`src/rtl/calc_pkg.sv`:
```
// Shared definitions for the calculator operation sequencer: operand width,
// multiply step count, op codes and sequencer states.
package calc_pkg;

  localparam int W         = 17;
  localparam int MUL_STEPS = 17;

  localparam logic [1:0] OP_ADD = 2'b00;
  localparam logic [1:0] OP_SUB = 2'b01;
  localparam logic [1:0] OP_MUL = 2'b10;
  localparam logic [1:0] OP_NEG = 2'b11;

  typedef enum logic [2:0] {
    IDLE,
    EXEC,
    ABS_A,
    ABS_B,
    MUL_STEP,
    SIGN,
    DONE
  } state_e;

endpackage

```
`src/rtl/add17bit_2sComp.sv`:
```
// 17-bit two's-complement ripple adder shared by every calculator operation.
// Only the sum is exported; callers rebuild carry-out from the MSBs.
module add17bit_2sComp
  import calc_pkg::*;
(
  input  logic [W-1:0] a,
  input  logic [W-1:0] b,
  input  logic         ci,
  output logic [W-1:0] sum
);

  logic [W-1:0] carry;

  always_comb begin
    carry    = '0;
    carry[0] = ci;
    for (int i = 1; i < W; i++) begin
      carry[i] = (a[i-1] & b[i-1]) | ((a[i-1] ^ b[i-1]) & carry[i-1]);
    end
    sum = a ^ b ^ carry;
  end

endmodule

```
`src/rtl/calc_op_sequencer.sv`:
```
// Multi-cycle ADD/SUB/MUL/NEG sequencer built around one shared 17-bit adder;
// MUL is unsigned shift-add on operand magnitudes followed by a sign fix.
module calc_op_sequencer
  import calc_pkg::*;
(
  input  logic         clk,
  input  logic         rst,
  input  logic         start,
  input  logic [1:0]   op,
  input  logic [W-1:0] a,
  input  logic [W-1:0] b,
  output logic         busy,
  output logic         done,
  output logic [W-1:0] result,
  output logic         ovf
);

  state_e       state_q, state_d;
  logic [1:0]   op_q, op_d;
  logic [W-1:0] a_q, a_d, b_q, b_d;
  logic [W-1:0] acc_q, acc_d, mc_q, mc_d, mb_q, mb_d;
  logic [4:0]   cnt_q, cnt_d;
  logic         sticky_q, sticky_d, neg_q, neg_d;
  logic [W-1:0] result_q, result_d;
  logic         ovf_q, ovf_d, busy_q, busy_d, done_q, done_d;

  logic [W-1:0] add_a, add_b, add_sum, mb_shift;
  logic         add_ci, mul_carry;

  add17bit_2sComp u_add (
    .a   (add_a),
    .b   (add_b),
    .ci  (add_ci),
    .sum (add_sum)
  );

  always_comb begin
    add_a  = '0;
    add_b  = '0;
    add_ci = 1'b0;
    case (state_q)
      EXEC: begin
        case (op_q)
          OP_ADD:  begin add_a = a_q; add_b = b_q; end
          OP_SUB:  begin add_a = a_q; add_b = ~b_q; add_ci = 1'b1; end
          default: begin add_b = ~a_q; add_ci = 1'b1; end
        endcase
      end
      ABS_A:    begin add_b = ~a_q; add_ci = a_q[W-1]; end
      ABS_B:    begin add_b = ~b_q; add_ci = b_q[W-1]; end
      MUL_STEP: begin add_a = acc_q; add_b = mc_q; end
      SIGN:     begin add_b = ~acc_q; add_ci = neg_q; end
      default:  ;
    endcase
  end

  // Unsigned carry-out of acc + mc, rebuilt from the MSBs because the adder has no cout.
  assign mul_carry = (acc_q[W-1] & mc_q[W-1]) | ((acc_q[W-1] | mc_q[W-1]) & ~add_sum[W-1]);
  assign mb_shift  = mb_q >> 1;

  always_comb begin
    state_d  = state_q;
    op_d     = op_q;
    a_d      = a_q;
    b_d      = b_q;
    acc_d    = acc_q;
    mc_d     = mc_q;
    mb_d     = mb_q;
    cnt_d    = cnt_q;
    sticky_d = sticky_q;
    neg_d    = neg_q;
    result_d = result_q;
    ovf_d    = ovf_q;
    case (state_q)
      IDLE, DONE: begin
        state_d = IDLE;
        if (start) begin
          op_d    = op;
          a_d     = a;
          b_d     = b;
          state_d = (op == OP_MUL) ? ABS_A : EXEC;
        end
      end
      EXEC: begin
        result_d = add_sum;
        if (op_q == OP_NEG) ovf_d = (a_q == {1'b1, {(W-1){1'b0}}});
        else ovf_d = (add_a[W-1] == add_b[W-1]) && (add_sum[W-1] != add_a[W-1]);
        state_d = DONE;
      end
      ABS_A: begin
        mc_d     = a_q[W-1] ? add_sum : a_q;
        acc_d    = '0;
        cnt_d    = '0;
        sticky_d = 1'b0;
        neg_d    = (a_q[W-1] ^ b_q[W-1]) && (a_q != '0) && (b_q != '0);
        state_d  = ABS_B;
      end
      ABS_B: begin
        mb_d    = b_q[W-1] ? add_sum : b_q;
        state_d = MUL_STEP;
      end
      MUL_STEP: begin
        if (mb_q[0]) begin
          acc_d = add_sum;
          if (mul_carry) sticky_d = 1'b1;
        end
        if (mc_q[W-1] && (mb_shift != '0)) sticky_d = 1'b1;
        mc_d  = mc_q << 1;
        mb_d  = mb_shift;
        cnt_d = cnt_q + 5'd1;
        if (cnt_q == 5'(MUL_STEPS - 1)) state_d = SIGN;
      end
      SIGN: begin
        acc_d    = neg_q ? add_sum : acc_q;
        result_d = neg_q ? add_sum : acc_q;
        // A negative magnitude of exactly 2^16 is representable; anything larger is not.
        ovf_d    = sticky_q | (~neg_q & acc_q[W-1]) | (neg_q & acc_q[W-1] & (|acc_q[W-2:0]));
        state_d  = DONE;
      end
      default: state_d = IDLE;
    endcase
    busy_d = (state_d != IDLE) && (state_d != DONE);
    done_d = (state_d == DONE);
  end

  always_ff @(posedge clk or posedge rst) begin
    if (rst) begin
      state_q  <= IDLE;
      op_q     <= '0;
      a_q      <= '0;
      b_q      <= '0;
      acc_q    <= '0;
      mc_q     <= '0;
      mb_q     <= '0;
      cnt_q    <= '0;
      sticky_q <= 1'b0;
      neg_q    <= 1'b0;
      result_q <= '0;
      ovf_q    <= 1'b0;
      busy_q   <= 1'b0;
      done_q   <= 1'b0;
    end else begin
      state_q  <= state_d;
      op_q     <= op_d;
      a_q      <= a_d;
      b_q      <= b_d;
      acc_q    <= acc_d;
      mc_q     <= mc_d;
      mb_q     <= mb_d;
      cnt_q    <= cnt_d;
      sticky_q <= sticky_d;
      neg_q    <= neg_d;
      result_q <= result_d;
      ovf_q    <= ovf_d;
      busy_q   <= busy_d;
      done_q   <= done_d;
    end
  end

  assign busy   = busy_q;
  assign done   = done_q;
  assign result = result_q;
  assign ovf    = ovf_q;

endmodule

```
`config.mk`:
```
export PLATFORM = sky130hd
export DESIGN_NAME = calc_op_sequencer
export DESIGN_NICKNAME = d
export VERILOG_FILES = /design/src/rtl/calc_pkg.sv /design/src/rtl/add17bit_2sComp.sv /design/src/rtl/calc_op_sequencer.sv
export SDC_FILE = /design/constraint.sdc
export NUM_CORES = 1
export LEC_CHECK = 0
export CAP_MARGIN = 20
export CORE_AREA = 3 3 114 116
export CTS_CLUSTER_DIAMETER = 30
export DETAILED_ROUTE_END_ITERATION = 8
export DIE_AREA = 0 0 117 119
export HOLD_SLACK_MARGIN = 0.12
export PLACE_DENSITY = 0.9
export SETUP_SLACK_MARGIN = 0.5
export SLEW_MARGIN = 5
export SYNTH_ARGS = -nofsm -noshare
export SYNTH_HDL_FRONTEND = slang
export SYNTH_HIERARCHICAL = 1
export SYNTH_SLANG_ARGS = --single-unit
```
`constraint.sdc`:
```
create_clock -name clk -period 10.88 [get_ports clk]
set_clock_uncertainty 0.15 [all_clocks]
set_input_delay 1.632 -clock clk [delete_from_list [all_inputs] [get_ports clk]]
set_output_delay 1.632 -clock clk [all_outputs]
set_load 0.02 [all_outputs]
```
==> impl_metrics.ini <==
[yosys]
syn-num-nets = 800
synth_ff_type = dfrtp_1
ys_async_sr_fraction = 1.00
yosys_register_bits = 117
synth.area.mux_share = 0.126
synth_warnings = 6
synth_compound_gate_area_share = 0.229
yosysSeqAreaShare = 0.412
syn_area_mm2 = 0.00710
yosys.area_share.simple = 0.101
synth-edff-count = 0
synthXorXnorAreaFrac = 0.0256
synthAdderAreaFrac = 0.0536
ys_types = 49
syn_inst = 741
synth_top_family_by_area = compound AO/OA/AOI/OAI gates
syn_area_per_cell_um2 = 9.58

[routing]
drtIter0Drc = 829
drt-vias-per-instance = 6.80
dr.pass1.iters = 5
drcViolationCount = 0
wirelength_um = 22200
wl_per_cell_um = 23.8
vias = 6340
ant_nets = 0

[setup_path]
crit_type = reg -> reg
critPathLaunchType = flop
cpMostUsedCell = fa_1
worst_path_max_delay_cell = dfrtp_1
cp.required_ps = 10990
cp_data_arrival_time_ps = 10070
r2r_cells = 26
critical_path.max_fanout = 32
max_stage_delay_ps = 690
endpoint_kind = flop

[floorplanning]
design.die.area_mm2 = 0.0139
ios = 59
die_w_um = 117
fp-row-count = 40
core-area_mm2 = 0.0120
die_y_um = 119
start_util = 0.591

[clocking]
clock_latency_ps = 420
cts-hold-fix-buffers = 0
cts_tree = done
cts_resized = 0
cts_setup_buffers = 0
root_buffer = clkbuf_16
clk_pin_slew_ps = 60
clock-sinks = 117
cts.path.max_buffers = 2
cts.htree.levels = 4
cts_buffers = 17

[sta]
setup_viol = 0
hold_ws_ps = 362
slew_viol_final = 0
finalHoldViolations = 0
setup_tns_ps = 0
min_period_over_period = 0.916
fin_ws_ps = 917
fmax_mhz = 100
relSlewSlack = 0.370
min_period_ps = 9960
rsz0062_at_grt = no
worst_pin_slew_ps = 945

[global_route]
grt_pass1_vias = 6148
grt_start_max_net_pins = 77
grt_antenna_before_repair = 0
grt_pass1_wl_um = 35100
grt.total_usage = 0.332
grt-ovfl-total = 0

[outcome]
status = finished, final reports clean

[layout]
area_growth_pct = 17.4
post_route_cells_drive_above_1_share = 0.115
nNetsFinal = 831
antenna_cells = 0
fillCellCount = 928
instances_no_fill = 932

[placement]
gp_congestion = 1.00
io_buffers = 58
dp_cells = 900
dp_hpwl_um = 14900
dpl_worst_slack_ps = 1210

[run]
drv_cap = 0

[pwr]
peakVddDrop_uv = 240
power_density_mw_per_mm2 = 380
leakage_nw = 3.55

[worst_hold_path]
hold_path_class = reg -> reg
min_path_cells = 2
[layout by cell type, fill, tap and decap left out, types with 3 or more instances in the layout]
| master | netlist | final |
|---|---|---|
| fa_1 | 16 | 16 |
| clkdlybuf4s50_1 | 0 | 58 |
| inv_1 | 15 | 14 |
| nand2_1 | 67 | 67 |
| nor4_1 | 17 | 17 |
| a22oi_1 | 3 | 3 |
| clkinv_2 | 0 | 5 |
| and3_1 | 4 | 4 |
| ha_1 | 4 | 4 |
| dfrtp_1 | 117 | 117 |
| mux2_1 | 3 | 3 |
| nor3_1 | 5 | 5 |
| clkbuf_16 | 0 | 17 |
| o221ai_1 | 16 | 16 |
| o21ai_0 | 67 | 67 |
| o211ai_1 | 18 | 18 |
| buf_4 | 4 | 16 |
| nand4_1 | 3 | 3 |
| o22ai_1 | 17 | 17 |
| xor2_1 | 18 | 18 |
| mux2_2 | 33 | 33 |
| a22o_1 | 35 | 35 |
| mux2i_1 | 49 | 49 |
| bufinv_16 | 0 | 5 |
| a21oi_1 | 100 | 100 |
| nor2_1 | 39 | 38 |
| nand3_1 | 5 | 5 |
| nand2b_1 | 3 | 3 |
[Yosys cell counts (all sizes together) (2+ instances only)]
cell	instances	area, um2
a21oi	100	500
a221oi	2	17.5
a22o	35	307
a22oi	3	22.5
a31oi	2	12.5
and3	4	25.0
buf	39	223
clkbuf	23	86.3
dfrtp	117	2930
fa	16	320
ha	4	50.1
inv	16	60.1
mux2	36	405
mux2i	49	490
nand2	67	251
nand2b	3	18.8
nand3	5	25.0
nand4	3	18.8
nor2	40	153
nor2b	3	26.3
nor3	5	25.0
nor4	18	128
o211ai	18	135
o21ai	69	345
o221ai	16	140
o22ai	17	106
xor2	18	158
[through the flow]
step / instance area (um2) / total power [mW] / utilization
after floorplan: 7100 / 1.96 / -
after global placement: 7690 / 2.45 / 0.640
after detailed placement: 7690 / 2.49 / 0.640
after CTS: 8340 / 3.12 / 0.694
after global routing: 8340 / 3.34 / 0.694
final: 8340 / 3.16 / 0.694
[cell type report]
cell class	count	area, um2	area share
Clock buffer	18	439	0.0527
Clock inverter	14	208	0.0249
Inverter	17	66.3	0.00796
Multi-Input combinational cell	545	3810	0.457
Sequential cell	117	2930	0.351
Tap cell	147	184	0.0221
Timing Repair Buffer	74	701	0.0841
[flip-flops by register name, indices dropped and copies added, names as in the netlist]
register  flops
mc_q         17
cnt_q         5
sticky_q      1
a_q          17
busy          1
ovf           1
result       17
done          1
neg_q         1
mb_q         17
acc_q        17
op_q          2
state_q       3
b_q          17
[path summary, 6_finish.rpt]
path                       startpoint         end  slack (ps)
max reg2reg                state_q[2]    sticky_q         920
max in group asynchronous         rst  state_q[0]        7780
min reg2reg                   mc_q[7]     mc_q[7]         360
min in group asynchronous         rst    acc_q[7]        1460
max                        state_q[2]    sticky_q         920
min                           mc_q[7]     mc_q[7]         360
[worst max-delay path, delay by kind of cell (launching register included)]
family | cells | cell delay (ps)
AO/OA/AOI/OAI | 5 | 770
XOR/XNOR | 1 | 500
adder cells (fa/ha/maj) | 16 | 6460
buffers and inverters | 3 | 980
flip-flops | 1 | 690
AND/OR/NAND/NOR | 1 | 250
[power by group]
group	switching [mW]	total [mW]	internal [mW]
Clock	0.209	0.619	0.410
Combinational	0.979	1.61	0.628
Sequential	0.298	0.937	0.638
Total	1.49	3.16	1.68
[cells by family after synthesis]
group                    count (synthesis)
adder cells (fa/ha/maj)                 21
buffers and inverters                   79
multiplexers                            85
flip-flops                             117
AND/OR/NAND/NOR                        154
AO/OA/AOI/OAI                          266
XOR/XNOR                                19
[routing by layer]
layer  up-vias  wire length [um]  GRT usage
li1       2779                 -          -
met1      3085              8940      0.461
met2       418             10400      0.516
met3        58              2120     0.0676
met4         0               717      0.115
met5         -                 0          0
No activity file was read; power rests on OpenSTA's default activity.
